File: src/rtl/vrf_accesser_pkg.sv
// Shared types for the banked VRF accesser: address layout, data/strobe widths, read port ids.
package vrf_accesser_pkg;

  localparam int NrBank    = 4;
  localparam int BankSelW  = $clog2(NrBank);
  localparam int BankAddrW = 6;
  localparam int DataW     = 32;
  localparam int StrbW     = DataW / 8;

  typedef logic [BankAddrW-1:0] bank_addr_t;
  typedef logic [BankSelW-1:0]  bank_sel_t;
  typedef logic [DataW-1:0]     vrf_data_t;
  typedef logic [StrbW-1:0]     vrf_strb_t;

  // Bank select sits in the low bits so consecutive words interleave across banks.
  typedef struct packed {
    bank_addr_t addr;
    bank_sel_t  bank;
  } vrf_addr_t;

  localparam int VrfAddrWidth = $bits(vrf_addr_t);

  typedef enum logic [1:0] {OpVs1, OpVs2, OpVd} rd_port_e;

endpackage

File: src/rtl/vrf_accesser_bank_arbiter.sv
// One bank's grant logic: starved reads, then the write port, then ordinary reads,
// with a round-robin pointer shared by both read priority levels.
module vrf_accesser_bank_arbiter #(
  parameter int NrReadPort = 3
) (
  input  logic                  clk_i,
  input  logic                  rst_i,
  input  logic [NrReadPort-1:0] rd_req_i,
  input  logic [NrReadPort-1:0] starved_i,
  input  logic                  wr_req_i,
  output logic [NrReadPort-1:0] rd_gnt_o,
  output logic                  wr_gnt_o
);

  localparam int PtrW = (NrReadPort > 1) ? $clog2(NrReadPort) : 1;

  logic [PtrW-1:0]       ptr_q, ptr_d;
  logic [NrReadPort-1:0] hi_req, lo_req;

  // Walk from the farthest offset down so the nearest requester to ptr wins.
  function automatic logic [NrReadPort-1:0] rr_pick(input logic [NrReadPort-1:0] req,
                                                    input logic [PtrW-1:0]       ptr);
    logic [NrReadPort-1:0] g;
    g = '0;
    for (int i = NrReadPort - 1; i >= 0; i--) begin
      int idx;
      idx = (int'(ptr) + i) % NrReadPort;
      if (req[idx]) begin
        g      = '0;
        g[idx] = 1'b1;
      end
    end
    return g;
  endfunction

  always_comb begin
    hi_req   = rd_req_i & starved_i;
    lo_req   = rd_req_i & ~starved_i;
    rd_gnt_o = rr_pick(hi_req, ptr_q);
    wr_gnt_o = 1'b0;
    ptr_d    = ptr_q;
    if (rd_gnt_o == '0) begin
      wr_gnt_o = wr_req_i;
      if (!wr_req_i) rd_gnt_o = rr_pick(lo_req, ptr_q);
    end
    for (int p = 0; p < NrReadPort; p++)
      if (rd_gnt_o[p]) ptr_d = PtrW'((p + 1) % NrReadPort);
  end

  always_ff @(posedge clk_i) begin
    if (rst_i) ptr_q <= '0;
    else       ptr_q <= ptr_d;
  end

endmodule

File: src/rtl/vrf_accesser.sv
// Per-lane VRF bank arbiter: routes operand reads and writeback onto the banked SRAM,
// tracks read starvation and returns read data one cycle after the grant.
module vrf_accesser
  import vrf_accesser_pkg::*;
#(
  parameter int NrReadPort   = 3,
  parameter int MaxReadStall = 4
) (
  input  logic                         clk_i,
  input  logic                         rst_i,
  input  logic      [NrReadPort-1:0]   rd_valid_i,
  output logic      [NrReadPort-1:0]   rd_ready_o,
  input  vrf_addr_t [NrReadPort-1:0]   rd_addr_i,
  output logic      [NrReadPort-1:0]   rd_resp_valid_o,
  output vrf_data_t [NrReadPort-1:0]   rd_resp_data_o,
  input  logic                         wr_valid_i,
  output logic                         wr_ready_o,
  input  vrf_addr_t                    wr_addr_i,
  input  vrf_data_t                    wr_data_i,
  input  vrf_strb_t                    wr_strb_i,
  output logic       [NrBank-1:0]      bank_req_o,
  output bank_addr_t [NrBank-1:0]      bank_addr_o,
  output logic       [NrBank-1:0]      bank_wen_o,
  output vrf_data_t  [NrBank-1:0]      bank_wdata_o,
  output vrf_strb_t  [NrBank-1:0]      bank_wstrb_o,
  input  vrf_data_t  [NrBank-1:0]      bank_rdata_i
);

  logic [NrReadPort-1:0][3:0]         stall_cnt;
  logic [NrReadPort-1:0]              starved;
  logic [NrBank-1:0][NrReadPort-1:0]  bank_rd_req, bank_rd_gnt;
  logic [NrBank-1:0]                  bank_wr_req, bank_wr_gnt;
  logic [NrReadPort-1:0]              vld_pipe;
  bank_sel_t [NrReadPort-1:0]         bank_q;

  always_comb begin
    starved     = '0;
    bank_rd_req = '0;
    bank_wr_req = '0;
    for (int p = 0; p < NrReadPort; p++)
      starved[p] = stall_cnt[p] >= 4'(MaxReadStall);
    for (int b = 0; b < NrBank; b++) begin
      for (int p = 0; p < NrReadPort; p++)
        bank_rd_req[b][p] = rd_valid_i[p] && (rd_addr_i[p].bank == bank_sel_t'(b));
      bank_wr_req[b] = wr_valid_i && (wr_addr_i.bank == bank_sel_t'(b));
    end
  end

  for (genvar b = 0; b < NrBank; b++) begin : g_bank
    vrf_accesser_bank_arbiter #(.NrReadPort(NrReadPort)) u_arb (
      .clk_i     (clk_i),
      .rst_i     (rst_i),
      .rd_req_i  (bank_rd_req[b]),
      .starved_i (starved),
      .wr_req_i  (bank_wr_req[b]),
      .rd_gnt_o  (bank_rd_gnt[b]),
      .wr_gnt_o  (bank_wr_gnt[b])
    );
  end

  always_comb begin
    rd_ready_o   = '0;
    wr_ready_o   = 1'b0;
    bank_req_o   = '0;
    bank_addr_o  = '0;
    bank_wen_o   = '0;
    bank_wdata_o = '0;
    bank_wstrb_o = '0;
    if (!rst_i) begin
      for (int b = 0; b < NrBank; b++) begin
        if (bank_wr_gnt[b]) begin
          wr_ready_o      = 1'b1;
          bank_req_o[b]   = 1'b1;
          bank_wen_o[b]   = 1'b1;
          bank_addr_o[b]  = wr_addr_i.addr;
          bank_wdata_o[b] = wr_data_i;
          bank_wstrb_o[b] = wr_strb_i;
        end
        for (int p = 0; p < NrReadPort; p++) begin
          if (bank_rd_gnt[b][p]) begin
            rd_ready_o[p]  = 1'b1;
            bank_req_o[b]  = 1'b1;
            bank_addr_o[b] = rd_addr_i[p].addr;
          end
        end
      end
    end
  end

  always_ff @(posedge clk_i) begin
    if (rst_i) begin
      stall_cnt <= '0;
      vld_pipe  <= '0;
      bank_q    <= '0;
    end else begin
      for (int p = 0; p < NrReadPort; p++) begin
        if (rd_valid_i[p] && !rd_ready_o[p])
          stall_cnt[p] <= (stall_cnt[p] == 4'hf) ? 4'hf : stall_cnt[p] + 4'd1;
        else
          stall_cnt[p] <= '0;
        bank_q[p] <= rd_addr_i[p].bank;
      end
      vld_pipe <= rd_ready_o;
    end
  end

  // Gating with rst_i drops a response already in flight when reset arrives.
  always_comb begin
    rd_resp_valid_o = '0;
    rd_resp_data_o  = '0;
    for (int p = 0; p < NrReadPort; p++) begin
      rd_resp_valid_o[p] = vld_pipe[p] && !rst_i;
      if (rd_resp_valid_o[p]) rd_resp_data_o[p] = bank_rdata_i[bank_q[p]];
    end
  end

endmodule

File: config.mk
export PLATFORM = sky130hd
export DESIGN_NAME = vrf_accesser
export DESIGN_NICKNAME = d
export VERILOG_FILES = /design/src/rtl/vrf_accesser_pkg.sv /design/src/rtl/vrf_accesser_bank_arbiter.sv /design/src/rtl/vrf_accesser.sv
export SDC_FILE = /design/constraint.sdc
export NUM_CORES = 1
export LEC_CHECK = 0
export BUFFER_PORTS_ARGS = -buffer_cell sky130_fd_sc_hd__clkbuf_2
export CORE_AREA = 2 2 188 190
export CTS_CLUSTER_DIAMETER = 60
export CTS_CLUSTER_SIZE = 25
export DETAILED_ROUTE_END_ITERATION = 12
export DIE_AREA = 0 0 190 192
export SLEW_MARGIN = 10
export SYNTH_ARGS = -nofsm -noshare
export SYNTH_HDL_FRONTEND = slang
export SYNTH_HIERARCHICAL = 1
export SYNTH_SLANG_ARGS = --single-unit
File: constraint.sdc
create_clock -name clk_i -period 3.4 [get_ports clk_i]
set_input_delay 0.17 -clock clk_i [delete_from_list [all_inputs] [get_ports clk_i]]
set_output_delay 0.17 -clock clk_i [all_outputs]
set_load 0.05 [all_outputs]
==> results_dict.tcl <==
set metrics [dict create \
    outcome "completed" \
    synthArstFlopShare_pct 0 \
    synth_commonest_cells "and2_1 (144), nor2b_1 (130), mux4_2 (90)" \
    final_antenna_net_count 0 \
    maxCapViolCount 0 \
    drive_above_1_share_pct 53.0 \
    final_cells 2048 \
    worst_setup_path_start_kind "flip-flop" \
    relSlewSlack_pct 35.0 \
    rsz0062_at_grt "yes" \
    synth_top_area_share_pct 23.0 \
    cp-startpoint "g_bank[1].u_arb/ptr_q[0]" \
    cts_root_buffer "clkbuf_16" \
    swShare_pct 54.5 \
    grt_max_degree 38 \
    yosysTopAreaCell "mux4_2" \
    power.density_nw_per_um2 384 \
    synthCells 1055 \
    hold_viol_final 0 \
    vias 11000 \
    yosysSeqAreaShare_pct 6.58 \
    yosysWarningCount 6 \
    area_growth_pct 51.3 \
    critPathRequiredTime_ns 3.23 \
    viasPerCell 5.39 \
    fin_crit_sh_pct 97.4 \
    dpl.cell_count 2022 \
    post-route-util_pct 38.9 \
    final.setup.tns_ns 0 \
    clock_latency_ns 0.28 \
    routed_wl_um 44300 \
    die_w_um 190 \
    die_y_um 192 \
    synthFlopType "dfxtp_1" \
    fin_nets 1812 \
    rr_startpoint "stall_cnt[10]" \
    cts_buffers 5 \
    post_drt_wl_per_cell_um 21.6 \
    net-switching-power_w 0.00279 \
    p_seq_share_pct 9.1 \
    tritoncts "done" \
    gp_congestion 0.879 \
    ys_types 53 \
    path_cells "inv_2 -> ha_4 -> buf_4 -> nand4b_1 -> o311ai_2 -> o21ai_2 -> a41oi_2 -> o32a_1 -> inv_2 -> nor2b_1 -> buf_4 -> a221oi_1 -> o21ai_1 -> clkbuf_2" \
    p_leak_nw 5.80 \
    ys_top_cells_by_area "mux4_2 (23%), and2_1 (10%), nor2b_1 (9.2%), dfxtp_1 (6.6%), o21ai_0 (3.4%)" \
    drc 0 \
    slowest_stage "o32a_1" \
    syn_avg_cell_area_um2 8.36 \
    ys_ff_latch 29 \
    power_frac_clock_pct 10.6 \
    synth_edf_count 0 \
    synth_fp_nets 1276 \
    ctsHoldBuffers 0 \
    intPower_w 0.00233 \
    grt_pass1_wl_um 63200 \
    clk_pin_slew_ns 0.06 \
    track_usage_pct 22.5 \
    hold_slack_ns 0.156 \
    cp_slowest_stage_delay_ns 0.41 \
    criticalPathCategory "flip-flop to output pin" \
    skew_ns 0.00739 \
    fp.dieArea_um2 36500 \
    initial_core_util_pct 25.7 \
    finalSetupViolCount 0 \
    ios 481 \
    rows 68 \
    syn_area_um2 8820 \
    drt-initial-drc-count 794 \
    hold_start "rst_i" \
    coreArea_um2 34300 \
    first_pass_iters 7 \
    clkSinkCount 29 \
    critPathMaxFanout 7 \
    grt_pass1_vias 10300 \
    hold_class "input pin to flip-flop" \
    fmax_mhz 302 \
    crit_arrival_ns 3.14 \
    finalCriticalPeriod_ns 3.31 \
    worst_slew_pin_slew_ns 0.975 \
    clock_path_buffers 2 \
    combPwrFrac_pct 80.3 \
    antenna_found_initial 3 \
    htreeDepth 2 \
    io_buffer_count 480 \
    dp_hpwl_um 36600 \
    irDropWorstVdd_uv 250 \
    report.final.slew_viol_count 0 \
    overflow 0 \
    critPathCaptureType "output pin" \
    post-synth-top-count-cell "and2_1" \
]
==> path summary, 6_finish.rpt <==
kind / end / slack (ns) / cells after the start
worst max-delay path: bank_addr_o[7] / 0.09 / 14
worst min-delay path: bank_q[4] / 0.16 / 2
worst max register to register: stall_cnt[2] / 0.18 / 14
worst min register to register: stall_cnt[4] / 0.49 / 1
==> layer usage <==
layer / wire length [um] / global-route usage (%)
met5: 16 / 0
met4: 1460 / 6.65
met3: 4160 / 5.77
met2: 21900 / 39.4
met1: 16800 / 27.1
==> power by group through the flow <==
stage                     combinational [W]  clock, W  sequential, W
after floorplan                     0.00245         0       0.000425
after global placement              0.00374         0       0.000450
after detailed placement            0.00375         0       0.000453
after CTS                           0.00386  0.000555       0.000449
after global routing                0.00435  0.000568       0.000473
final                               0.00411  0.000541       0.000465
==> state kept, by name (all words and copies together), names as in the netlist <==
name and count:
stall_cnt 12, g_bank.u_arb/ptr_q 8, bank_q 6, vld_pipe 3
==> what timing repair did <==
| action | CTS | global route |
|---|---|---|
| buffers inserted | 2 | 14 |
| resized for setup | 41 | 171 |
| gates cloned | 0 | 1 |
| endpoints found under the setup margin | 108 | 152 |
| pin swaps | 4 | 24 |
==> cells by family (layout without fill, tap and decap cells) <==
logic type                 after synthesis  after routing  synth area share [%]
and+or+nand+nor                        523            524                  36.7
AOI/OAI and AO/OA                      240            240                  19.1
buffers and inverters                  140            676                  9.16
muxes                                  104            104                  25.7
DFF                                     29             29                  6.58
adders and majority gates               19             19                  2.70
other                                    0              1                     0
==> per-stage QoR <==
stage | instance area, um^2 | worst slack, ns | total power [W]
floorplan | 8820 | 0.0782 | 0.00288
global placement | 12400 | 0.0547 | 0.00419
detailed placement | 12400 | 0.0110 | 0.00420
CTS | 12800 | 0.00170 | 0.00486
global route | 13300 | -0.0716 | 0.00539
finish | 13300 | 0.0885 | 0.00512
==> layout by cell type (no fill, tap or decap), drive strengths merged, types with 16 or more instances in the layout <==
cell type | netlist | layout
nand2b | 19 | 19
inv | 46 | 46
dfxtp | 29 | 29
nor2 | 40 | 40
o21ai | 68 | 68
nor3b | 16 | 16
mux4 | 96 | 96
nand3 | 26 | 26
nor4 | 16 | 16
a221oi | 24 | 24
nor3 | 19 | 19
nor2b | 134 | 134
nand2 | 54 | 54
clkbuf | 21 | 454
buf | 73 | 174
ha | 19 | 19
nand4b | 16 | 16
and2 | 144 | 144
a21oi | 30 | 30
o22ai | 24 | 24
==> worst max-delay path, delay by kind of cell, from the launching register on <==
| family | cells | cell delay (ns) |
|---|---|---|
| and+or+nand+nor | 2 | 0.15 |
| AOI/OAI and AO/OA | 6 | 1.38 |
| adders and majority gates | 1 | 0.24 |
| DFF | 1 | 0.37 |
| buffers and inverters | 5 | 0.72 |
==> cell type report <==
| class | count | area [um^2] |
|---|---|---|
| multi-input combinational | 887 | 7930 |
| antenna | 1 | 2.50 |
| tap | 455 | 569 |
| sequential | 29 | 594 |
| inverter | 46 | 173 |
| clock inverter | 2 | 37.5 |
| fill | 3459 | 20900 |
| clock buffer | 6 | 139 |
| timing repair buffer | 622 | 3900 |
Note: power is estimated with default switching activity, not from simulation.
